[src/rtl/jk_excite_driver.sv]
// Drives {J,K} excitation codes into a bank of JK cells until the bank holds a
// requested target word, re-driving on mismatch up to MAX_RETRY extra times.
module jk_excite_driver #(
  parameter int WIDTH     = 4,
  parameter int MAX_RETRY = 3
) (
  input  logic               clk,
  input  logic               rst_n,
  input  logic               tgt_valid,
  output logic               tgt_ready,
  input  logic [WIDTH-1:0]   tgt,
  input  logic               mode,
  input  logic [WIDTH-1:0]   q_fb,
  output logic [2*WIDTH-1:0] jk,
  output logic               busy,
  output logic               done,
  output logic               err
);

  localparam int            CW          = (MAX_RETRY > 0) ? $clog2(MAX_RETRY + 1) : 1;
  localparam logic [CW-1:0] RETRY_LIMIT = CW'(MAX_RETRY);

  typedef enum logic [1:0] {
    IDLE,
    DRIVE,
    CHECK,
    RESP
  } state_t;

  state_t             state, state_nxt;
  logic [CW-1:0]      retry_cnt, retry_nxt;
  logic [WIDTH-1:0]   tgt_r;
  logic               mode_r;
  logic               match_r, match_nxt;
  logic [2*WIDTH-1:0] drive_code;

  // NOTE: sequential state uses non-blocking assignments so every register
  // samples pre-edge values; blocking here would create order-dependent races.
  always_ff @(posedge clk or negedge rst_n) begin
    if (!rst_n) begin
      state     <= IDLE;
      retry_cnt <= '0;
      tgt_r     <= '0;
      mode_r    <= 1'b0;
      match_r   <= 1'b0;
    end else begin
      state     <= state_nxt;
      retry_cnt <= retry_nxt;
      match_r   <= match_nxt;
      if (state == IDLE && tgt_valid) begin
        tgt_r  <= tgt;
        mode_r <= mode;
      end
    end
  end

  // NOTE: every combinational output gets a default before any branch, so no
  // path leaves a variable unassigned and no latch is inferred.
  always_comb begin
    drive_code = '0;
    for (int i = 0; i < WIDTH; i++) begin
      if (q_fb[i] != tgt_r[i]) begin
        // When the bit must change, {target, current} is exactly 10 (set) or 01 (reset).
        drive_code[2*i +: 2] = mode_r ? 2'b11 : {tgt_r[i], q_fb[i]};
      end
    end
  end

  always_comb begin
    state_nxt = state;
    retry_nxt = retry_cnt;
    match_nxt = match_r;
    unique case (state)
      IDLE: begin
        if (tgt_valid) begin
          state_nxt = DRIVE;
          retry_nxt = '0;
        end
      end
      DRIVE: state_nxt = CHECK;
      CHECK: begin
        if (q_fb == tgt_r) begin
          match_nxt = 1'b1;
          state_nxt = RESP;
        end else if (retry_cnt == RETRY_LIMIT) begin
          match_nxt = 1'b0;
          state_nxt = RESP;
        end else begin
          retry_nxt = retry_cnt + 1'b1;
          state_nxt = DRIVE;
        end
      end
      RESP:    state_nxt = IDLE;
      default: state_nxt = IDLE;
    endcase
  end

  assign tgt_ready = (state == IDLE);
  assign busy      = (state != IDLE);
  assign jk        = (state == DRIVE) ? drive_code : '0;
  assign done      = (state == RESP) &&  match_r;
  assign err       = (state == RESP) && !match_r;

endmodule
[config.mk]
export PLATFORM = sky130hd
export DESIGN_NAME = jk_excite_driver
export DESIGN_NICKNAME = d
export VERILOG_FILES = /design/src/rtl/jk_excite_driver.sv
export SDC_FILE = /design/constraint.sdc
export NUM_CORES = 1
export LEC_CHECK = 0
export ABC_AREA = 1
export CAP_MARGIN = 20
export CORE_MARGIN = 5
export CORE_UTILIZATION = 41
export CTS_CLUSTER_DIAMETER = 100
export CTS_CLUSTER_SIZE = 16
export DETAILED_ROUTE_END_ITERATION = 6
export HOLD_SLACK_MARGIN = 0.02
export PLACE_DENSITY = 0.77
export SLEW_MARGIN = 20
export SYNTH_ARGS = -nofsm -noshare
export SYNTH_HDL_FRONTEND = slang
export SYNTH_SLANG_ARGS = --single-unit
[constraint.sdc]
create_clock -name clk -period 1.3 [get_ports clk]
set_clock_uncertainty 0.15 [all_clocks]
set_input_delay 0.195 -clock clk [delete_from_list [all_inputs] [get_ports clk]]
set_output_delay 0.195 -clock clk [all_outputs]
set_load 0.005 [all_outputs]
-- Word level (Yosys, flattened, before mapping)
Cells that the tools add are included.
- bits in registers: 10
- logic and storage cells: 47
- $add $sub $neg: 1
- equality and inequality tests: 12
- multiplexer cells: 19
- reduce and logical (&&, ||, !) cells: 10
- operators by type and width (kind ; count):
    $mux W2 ; 14
    $mux W8 ; 1
    $pmux W2 S4 ; 1
    $eq A2 B2 Y1 const B ; 3
    $ne A2 B2 Y1 const B ; 3
    $reduce_bool A2 Y1 ; 3
    $eq A4 B4 Y1 ; 1
    $ne A1 B1 Y1 ; 4
    $pmux W2 S2 ; 1
    $reduce_and A4 Y1 ; 1
    $logic_and A1 B1 Y1 ; 3
    $add A2 B1 Y2 const B ; 1
    $eq A2 B1 Y1 const B ; 1
    $logic_not A2 Y1 ; 1
    $mux W1 ; 2
    $reduce_and A2 Y1 ; 1
    $logic_not A1 Y1 ; 1

-- Logic depth before layout (Yosys ltp)
Gate-level depths: netlist of run 1.
- depth after elaboration: 4
- mapped depth: 8
- mapped depth without buffers: 8

-- Worst setup path after synthesis of run 1
Ideal clock, no wire load.
- kind: reg2out
- start: register state[1]
- end: output jk[6]
- arrival time: 0.958 ns
- data required time: 0.955 ns
- slack: -0.003 ns
- cell stages (with the launch flop): 5
- path buffers: 0
- cell sequence: dfrtp_1 nor2_2 inv_2 or2_1 nor2_1
- longest elaborated chain between the ends: 2
- RTL lines (item ; line ; text):
    start, declared ; 30 ; state_t state, state_nxt;
    start signal, assigned ; 47 ; state <= state_nxt;
    $eq A2 B1 Y1 ; 100 ; assign jk = (state == DRIVE) ? drive_code : '0;
    $mux W8 ; 100 ;
    end, declared ; 14 ; output logic [2*WIDTH-1:0] jk,
No other way between the ends.

-- Final worst setup path of run 1
- start: register state[0]
- end: output tgt_ready
- longest elaborated chain between the ends: 1
- RTL lines (item ; line ; text):
    $logic_not A2 Y1 ; 98 ; assign tgt_ready = (state == IDLE);
    end, declared ; 10 ; output logic tgt_ready,
No other way between the ends.

==> summary.txt, run 1 <==
Syn Nets = 96
IO Pins = 24
Crit path cell chain = buf_6, buf_6, buf_6, buf_6, nor2_4, buf_6, buf_6
Final setup fails = 22
Placed Instance Area = 965 um^2
Max Clk Rate = 0.562 GHz
VDD IR max = 0.00156 V
WP data required = 950 ps
Die H = 47.9 um
Met3 usage = 1.50%
Routed wire length = 2300 um
Clock sink count = 10
CP Capture Type = output port
Post-synth top area cell = dfrtp_1
Final net count = 148
Synth Area in Simple Gates = 33.6%
Root Buffer = clkbuf_4
Area fraction of the dominant cell type after synthesis = 42.6%
Total Routing Usage GR = 17.2%
Clk pin slew, worst setup/hold paths = 80 ps
Initial Util = 44.1%
CTS tree = built
Critical path type = flip-flop to output port
Post-route ant nets = 0
Crit path max-delay cell type = dfrtp_1
Clk buf depth = 2
GRT met1 Usage = 18.9%
DRT iter0 DRCs = 12
Synth Instances = 83
Area grow syn2layout = 102%
Via count = 748
Met2 GRT Util = 31.7%
Main combinational cell family by area after synthesis = simple AND/OR/NAND/NOR gates
Most used cell, CP = buf_6
CTS H-tree depth = 1
Final instance area = 0.00119 mm^2
Worst Hold Class = input port to asynchronous set/reset pin
Sequential share of the synthesized area = 42.6%
Die footprint = 0.00229 mm^2
Synth top area cells = dfrtp_1, nand2_1, inv_1
Mux share of post-synthesis cell area = 0%
FF-to-FF path depth = 11
XOR/XNOR share of the synthesized area = 1.49%
Failing checks = negative setup slack
Fin worst setup slack = -478 ps
Crit share post-route = 137%
CTS buffer count = 3
Mapped Area = 588 um^2
Core Util, Final = 88.9%
WP buf/inv = 6
CP Launch Type = flip-flop
Maxcap violations = 0
Global-route wire length before repair = 2720 um
RSZ-0062 raised after global routing = yes
Die W = 47.9 um
Port Buffers = 23
ANT cells = 0
YS warnings = 0
Layout cell share with drive strength beyond 1 = 56.7%
DRC viols = 0
Crit Path Max Fanout = 2
Final hold vios = 0
Routability Congestion = 0.724
Leak = 0.000627 uW
Slew headroom = 76.4%
Outcome = complete, but fails checks
Placement Setup Slack = -676 ps
Syn Area/Cell = 7.09 um^2
Vias in the first global route = 688
Largest net degree at the start of global routing = 11
Critical path's largest stage delay = 420 ps
Final period demand of the worst path = 1780 ps
Slew Viols, Final = 0
PwrDens = 2300 mW/mm^2
Row count = 13
Synth Register Bits = 10
Crit path max-delay family = buffers and inverters
Drt via density = 5.02
Worst EP arrival = 1430 ps
Global route total overflow = 0
Clock Latency Late Sink = 270 ps
Slew @ Worst Pin = 354 ps
Most used routing layer = met2
Post-synthesis compound-gate area fraction = 9.36%
Core ar. = 0.00133 mm^2
Worst path depth = 7
Post-synth cell types = 16
Initial antenna violation count = 0
Fraction of the mapped netlist area in adder cells = 2.13%
Routed WL per cell = 15.4 um
Post-DP HPWL = 1260 um
Drt first pass iters = 4
## per-stage QoR
step	power (uW)	std cells	hold slack, ps	TNS, ps
floorplan	1090	83	-251	0
global placement	1770	138	311	-6460
detailed placement	1820	138	322	-7070
CTS	2230	145	63.2	-4020
global route	2890	149	67.2	-7700
finish	2730	149	49.2	-6640
## placed cells by master, fill, tap and decap left out, drive strengths merged
cell type	count
ha	1
a21oi	6
o21ai	5
nor3	2
clkdlybuf4s50	8
clkinv	1
xnor2	1
dlygate4sd2	3
or2	1
dfrtp	10
clkbuf	5
nand3	3
nand2	26
buf	35
inv	16
nor2	9
nand4	2
## kinds of logic (layout without fill, tap and decap cells)
logic type | count (synthesis) | after routing
and+or+nand+nor | 43 | 43
adders and majority gates | 1 | 1
AOI/OAI and AO/OA | 11 | 11
DFF | 10 | 10
xor gates and xnor gates | 1 | 1
buffers and inverters | 17 | 68
## final timing paths
check	start	endpoint	slack (ps)
worst min-delay path	rst_n	tgt_r[1]	50
worst min register to register	retry_cnt[0]	retry_cnt[0]	370
min in group clk	tgt[3]	tgt_r[3]	310
worst max register to register	state[0]	retry_cnt[1]	-400
max in group asynchronous	rst_n	state[1]	810
worst max-delay path	state[0]	tgt_ready	-480
## registers in the layout, summed over array words and instances (netlist names)
name / cells
match_r: 1
tgt_r: 4
mode_r: 1
retry_cnt: 2
state: 2
## timing repair
item | in CTS | in global routing
gates resized for setup | 65 | 38
setup endpoints to repair | 19 | 21
setup buffers | 3 | 7
hold buffers | 0 | 0
pin swaps | 9 | 9
## Yosys cell counts (all sizes together)
library cell	n
dfrtp	10
a21oi	6
nor3	2
nand3	3
nand2	26
xnor2	1
nor2	9
nand4	2
o21ai	5
or2	1
inv	17
ha	1
## report_power, final
part	switching (uW)	internal [uW]	total (uW)
combinational	927	917	1840
sequential	127	457	584
clock	130	170	300
## area by class of cell
cell class              instances  area, um^2
repair buffers                 47         390
multi-input cells              56         414
well taps                      15        18.8
flip-flops and latches         10         250
fillers                        67         148
inverters                      17        76.3
clock buffers                   4        36.3
## per-layer routing
layer | up-vias | share of wire, %
li1 | 357 | -
met1 | 346 | 36
met2 | 32 | 55
met3 | 13 | 4.8
met4 | 0 | 4.5
met5 | - | 0
(Power assumes the default switching activity.)
==> inputs of run 2 (changes only) <==
CELL_PAD_IN_SITES_DETAIL_PLACEMENT = 1   (was not set)
CELL_PAD_IN_SITES_GLOBAL_PLACEMENT = 2   (was not set)
CORE_UTILIZATION = 22   (was 41)
CTS_BUF_LIST = sky130_fd_sc_hd__clkbuf_4   (was not set)
PLACE_DENSITY = not set   (was 0.77)
PLACE_DENSITY_LB_ADDON = 0.1   (was not set)
==> run 2 against run 1 <==
Largest cell class unchanged; critical endpoint is now jk[6]; sequential power shrank 3%; register-to-register slack gained 290 ps; critical path type unchanged; the run still ends with negative setup slack left; core utilization shrank 43 points.
==> summary.txt, run 2 (synthesis gave the netlist of run 1 again) <==
IO Pins = 24 (unchanged)
Total Routing Usage GR = 10.6% (was 17.2%)
Crit Path Max Fanout = 2 (unchanged)
Root Buffer = clkbuf_4 (unchanged)
WP data required = 950 ps (about the same)
Crit path cell chain = buf_6, nor2_4, inv_2, or2_4, nor2_1, buf_2 (was buf_6, buf_6, buf_6, buf_6, nor2_4, buf_6, buf_6)
Non-Filler Instances = 165 (was 149)
Slew headroom = 77.7% (was 76.4%)
Die W = 61.7 um (was 47.9 um)
Routability Congestion = 0.708 (was 0.724)
DRT iter0 DRCs = 13 (was 12)
Critical path's largest stage delay = 400 ps (was 420 ps)
Port Buffers = 23 (unchanged)
Initial Util = 23.3% (was 44.1%)
Fin worst setup slack = -441 ps (was -478 ps)
Clk pin slew, worst setup/hold paths = 70 ps (was 80 ps)
ANT cells = 0 (unchanged)
Max Clk Rate = 0.574 GHz (was 0.562 GHz)
Crit path from = state[1] (was state[0])
RSZ-0062 raised after global routing = yes (unchanged)
Final hold vios = 0 (unchanged)
Vias in the first global route = 772 (was 688)
Layout cell share with drive strength beyond 1 = 54.1% (was 56.7%)
CTS tree = built (unchanged)
CP Launch Type = flip-flop (unchanged)
Slew Viols, Final = 0 (unchanged)
Routed wire length = 1920 um (was 2300 um)
R2r startpoint = state[1] (was state[0])
Clock sink count = 10 (unchanged)
Drt via density = 4.36 (was 5.02)
Final setup fails = 15 (was 22)
Largest net degree at the start of global routing = 11 (unchanged)
Commonest non-fill, non-tap cells in the layout = buf_4, nand2_1, buf_2 (was buf_4, inv_1, nand2_1)
Outcome = complete, but fails checks (unchanged)
Final net count = 149 (was 148)
Maxcap violations = 0 (unchanged)
Number of flip-flops in the largest register = 4 (unchanged)
Drt first pass iters = 2 (was 4)
Via count = 719 (was 748)
Most flop-heavy register = tgt_r (unchanged)
Failing checks = negative setup slack (unchanged)
Crit path max-delay cell type = dfrtp_1 (unchanged)
Global-route wire length before repair = 3050 um (was 2720 um)
Worst Hold Class = input port to asynchronous set/reset pin (unchanged)
VDD IR max = 0.00113 V (was 0.00156 V)
CTS buffer count = 3 (unchanged)
Core Util, Final = 45.8% (was 88.9%)
Crit path max-delay family = simple AND/OR/NAND/NOR gates (was buffers and inverters)
PwrDens = 2120 mW/mm^2 (was 2300 mW/mm^2)
Clk buf depth = 2 (unchanged)
Leak = 0.000616 uW (was 0.000627 uW)
Post-DP HPWL = 1380 um (was 1260 um)
Dpl cells = 154 (was 138)
Area grow syn2layout = 96.6% (was 102%)
Crit share post-route = 134% (was 137%)
Die footprint = 0.00381 mm^2 (was 0.00229 mm^2)
Die H = 61.7 um (was 47.9 um)
Final setup TNS = -3990 ps (was -6640 ps)
Global route total overflow = 0 (unchanged)
CTS H-tree depth = 1 (unchanged)
Core ar. = 0.00252 mm^2 (was 0.00133 mm^2)
WP buf/inv = 3 (was 6)
Clock Latency Late Sink = 260 ps (was 270 ps)
Final period demand of the worst path = 1740 ps (was 1780 ps)
DRC viols = 0 (unchanged)
Row count = 18 (was 13)
Top Registers = tgt_r: 4 flops, retry_cnt: 2 flops, state: 2 flops (unchanged)
Slew @ Worst Pin = 335 ps (was 354 ps)
Post-route ant nets = 0 (unchanged)
Critical path type = flip-flop to output port (unchanged)
Commonest non-fill, non-tap cell in the layout = buf_4 (unchanged)
CP Capture Type = output port (unchanged)
Initial antenna violation count = 0 (unchanged)
Worst EP arrival = 1400 ps (was 1430 ps)
Routed WL per cell = 11.6 um (was 15.4 um)
[run 2: path summary, 6_finish.rpt]
| path | slack [ps] | end | cells after the start |
|---|---|---|---|
| worst max-delay path | -440 | jk[6] | 6 |
| worst min register to register | 360 | retry_cnt[0] | 2 |
| worst max register to register | -110 | retry_cnt[1] | 8 |
| max in group asynchronous | 780 | tgt_r[2] | 2 |
| worst min-delay path | 70 | retry_cnt[1] | 2 |
| min in group clk | 330 | tgt_r[2] | 3 |
[run 2: final cells by class]
type	count	area, um^2
multi-input cells	56	395
repair inverters	1	5.00
clock inverters	1	3.75
clock buffers	3	22.5
well taps	30	37.5
repair buffers	47	373
fillers	323	1370
flip-flops and latches	10	250
inverters	17	68.8
[run 2: power by group]
part | leakage [uW] | internal (uW) | switching, uW
Combinational | 0.000478 | 836 | 831
Clock | 0.0000154 | 111 | 110
Sequential | 0.000123 | 458 | 110
Total | 0.000616 | 1400 | 1050
[run 2: metrics by stage]
step	hold slack, ps	setup slack, ps	cell area, um^2	power [uW]
after floorplan	-251	6.94	588	1090
final	68.3	-441	1160	2450
after CTS	67.9	-458	1060	2220
after global placement	317	-619	991	1810
after global routing	82.9	-512	1160	2660
after detailed placement	350	-689	991	1850
[run 2: what timing repair did]
| action | 4_1_cts | 5_1_grt |
|---|---|---|
| resized for setup | 63 | 27 |
| setup buffers | 7 | 2 |
| cloned | 0 | 1 |
| pin swaps | 13 | 8 |
| hold buffers | 0 | 0 |
| endpoints found under the setup margin | 20 | 20 |
[run 2: metal layers]
layer | GRT usage, % | up-vias | wire, um
met5 | 0 | - | 0
met4 | 3.64 | 0 | 0
met3 | 1.86 | 0 | 115
met2 | 18.5 | 16 | 939
met1 | 13.1 | 343 | 861
li1 | - | 360 | -
==> inputs of run 3 (changes only) <==
SKIP_CTS_REPAIR_TIMING = 1   (was not set)
==> run 3 against run 2 <==
The run still ends with negative setup slack left; count of clock-buffer cells in the layout stayed put; combinational power is 13% lower; critical path type unchanged; global-route usage is 0.94 points lower; largest cell class unchanged.
==> summary.txt, run 3 (synthesis gave the netlist of run 1 again) <==
Via count = 678 (was 719)
Core ar. = 0.00252 mm^2 (unchanged)
VDD IR max = 0.000932 V (was 0.00113 V)
Initial antenna violation count = 0 (unchanged)
CTS H-tree depth = 1 (unchanged)
CTS tree = built (unchanged)
Routed WL per cell = 11.1 um (was 11.6 um)
Commonest non-fill, non-tap cells in the layout = nand2_1, buf_4, inv_1, dfrtp_1, clkdlybuf4s50_1 (was buf_4, nand2_1, buf_2)
FILL cells = 322 (was 323)
Leak = 0.000590 uW (was 0.000616 uW)
Slew headroom = 81.3% (was 77.7%)
Crit share post-route = 127% (was 134%)
Global-route wire length before repair = 2780 um (was 3050 um)
ANT cells = 0 (unchanged)
Placement Setup Slack = -689 ps (unchanged)
Final setup fails = 14 (was 15)
WHS = 69.7 ps (was 68.3 ps)
Outcome = complete, but fails checks (unchanged)
Drt via density = 4.24 (was 4.36)
Combinational power share = 64.8% (was 67.9%)
Worst EP arrival = 1300 ps (was 1400 ps)
Final setup TNS = -3170 ps (was -3990 ps)
Post-DP HPWL = 1380 um (unchanged)
RSZ-0062 raised after global routing = yes (unchanged)
DRC viols = 0 (unchanged)
Total chip power = 2240 uW (was 2450 uW)
Top Registers = tgt_r: 4 flops, retry_cnt: 2 flops, state: 2 flops (unchanged)
Final net count = 144 (was 149)
Core Util, Final = 42.9% (was 45.8%)
WP data required = 950 ps (about the same)
Psw = 941 uW (was 1050 uW)
Final period demand of the worst path = 1650 ps (was 1740 ps)
Sequential power share = 25.4% (was 23.1%)
Switching power share of the total = 42.1% (was 42.8%)
R2R setup slack = -30 ps (was -110 ps)
Clk pin slew, worst setup/hold paths = 70 ps (about the same)
Die footprint = 0.00381 mm^2 (unchanged)
Port Buffers = 23 (unchanged)
Clock sink count = 10 (unchanged)
Largest net degree at the start of global routing = 11 (unchanged)
Clock network power share = 9.8% (was 9.0%)
Number of flip-flops in the largest register = 4 (unchanged)
Fin worst setup slack = -347 ps (was -441 ps)
Vias in the first global route = 714 (was 772)
Final hold vios = 0 (unchanged)
Initial Util = 23.3% (unchanged)
Slew Viols, Final = 0 (unchanged)
Crit Path Max Fanout = 2 (unchanged)
Routed wire length = 1780 um (was 1920 um)
Drt first pass iters = 2 (unchanged)
Pint = 1300 uW (was 1400 uW)
IO Pins = 24 (unchanged)
Most flop-heavy register = tgt_r (unchanged)
Maxcap violations = 0 (unchanged)
Root Buffer = clkbuf_4 (unchanged)
Max Clk Rate = 0.607 GHz (was 0.574 GHz)
CTS buffer count = 3 (unchanged)
Failing checks = negative setup slack (unchanged)
Clk buf depth = 2 (unchanged)
Die W = 61.7 um (unchanged)
Layout cell share with drive strength beyond 1 = 47.7% (was 54.1%)
Total Routing Usage GR = 9.68% (was 10.6%)
CP Capture Type = output port (unchanged)
Post-route ant nets = 0 (unchanged)
Row count = 18 (unchanged)
Critical path type = flip-flop to output port (unchanged)
Clock Latency Late Sink = 260 ps (about the same)
Worst Hold Class = input port to asynchronous set/reset pin (unchanged)
PwrDens = 2070 mW/mm^2 (was 2120 mW/mm^2)
Area grow syn2layout = 83.8% (was 96.6%)
Die H = 61.7 um (unchanged)
Global route total overflow = 0 (unchanged)
Slew @ Worst Pin = 280 ps (was 335 ps)
Commonest non-fill, non-tap cell in the layout = nand2_1 (was buf_4)
Routability Congestion = 0.708 (unchanged)
CP Launch Type = flip-flop (unchanged)
DRT iter0 DRCs = 12 (was 13)
[run 3: worst max-delay path, cell delays in order (launching register included)]
cell	delay, ps
dfrtp_1	410
nor2_4	130
inv_2	50
or2_4	250
nor2_2	80
clkbuf_2	110
[run 3: final cells by class]
type	instances	area, um^2	area share, %
clock buffers	3	22.5	2.08
repair buffers	43	343	31.7
flip-flops and latches	10	250	23.1
inverters	17	68.8	6.37
well taps	30	37.5	3.47
clock inverters	1	3.75	0.347
multi-input cells	56	355	32.9
[run 3: path summary, 6_finish.rpt]
check | startpoint | to | depth (start not counted)
worst min register to register | retry_cnt[0] | retry_cnt[0] | 2
worst min-delay path | rst_n | retry_cnt[1] | 2
max in group asynchronous | rst_n | tgt_r[1] | 2
worst max register to register | state[1] | retry_cnt[1] | 7
worst max-delay path | state[1] | jk[7] | 5
min in group clk | tgt[3] | tgt_r[3] | 3
[run 3: power groups by stage]
| stage | Combinational (uW) | Sequential [uW] | Clock (uW) |
|---|---|---|---|
| after floorplan | 542 | 552 | 0 |
| final | 1450 | 569 | 219 |
| after global placement | 1260 | 549 | 0 |
| after detailed placement | 1290 | 559 | 0 |
| after global routing | 1610 | 583 | 253 |
| after CTS | 1300 | 553 | 230 |
[run 3: layer usage]
layer,global-route usage [%],part of all wire (%)
met1,12.8,47
met4,3.64,0
met2,15.7,47
met3,1.86,6.5
met5,0,0
[run 3: through the flow]
stage | cell area (um^2) | std cells
2_1_floorplan | 588 | 83
3_3_place_gp | 991 | 154
3_5_place_dp | 991 | 154
4_1_cts | 1020 | 158
5_1_grt | 1080 | 160
6_report | 1080 | 160
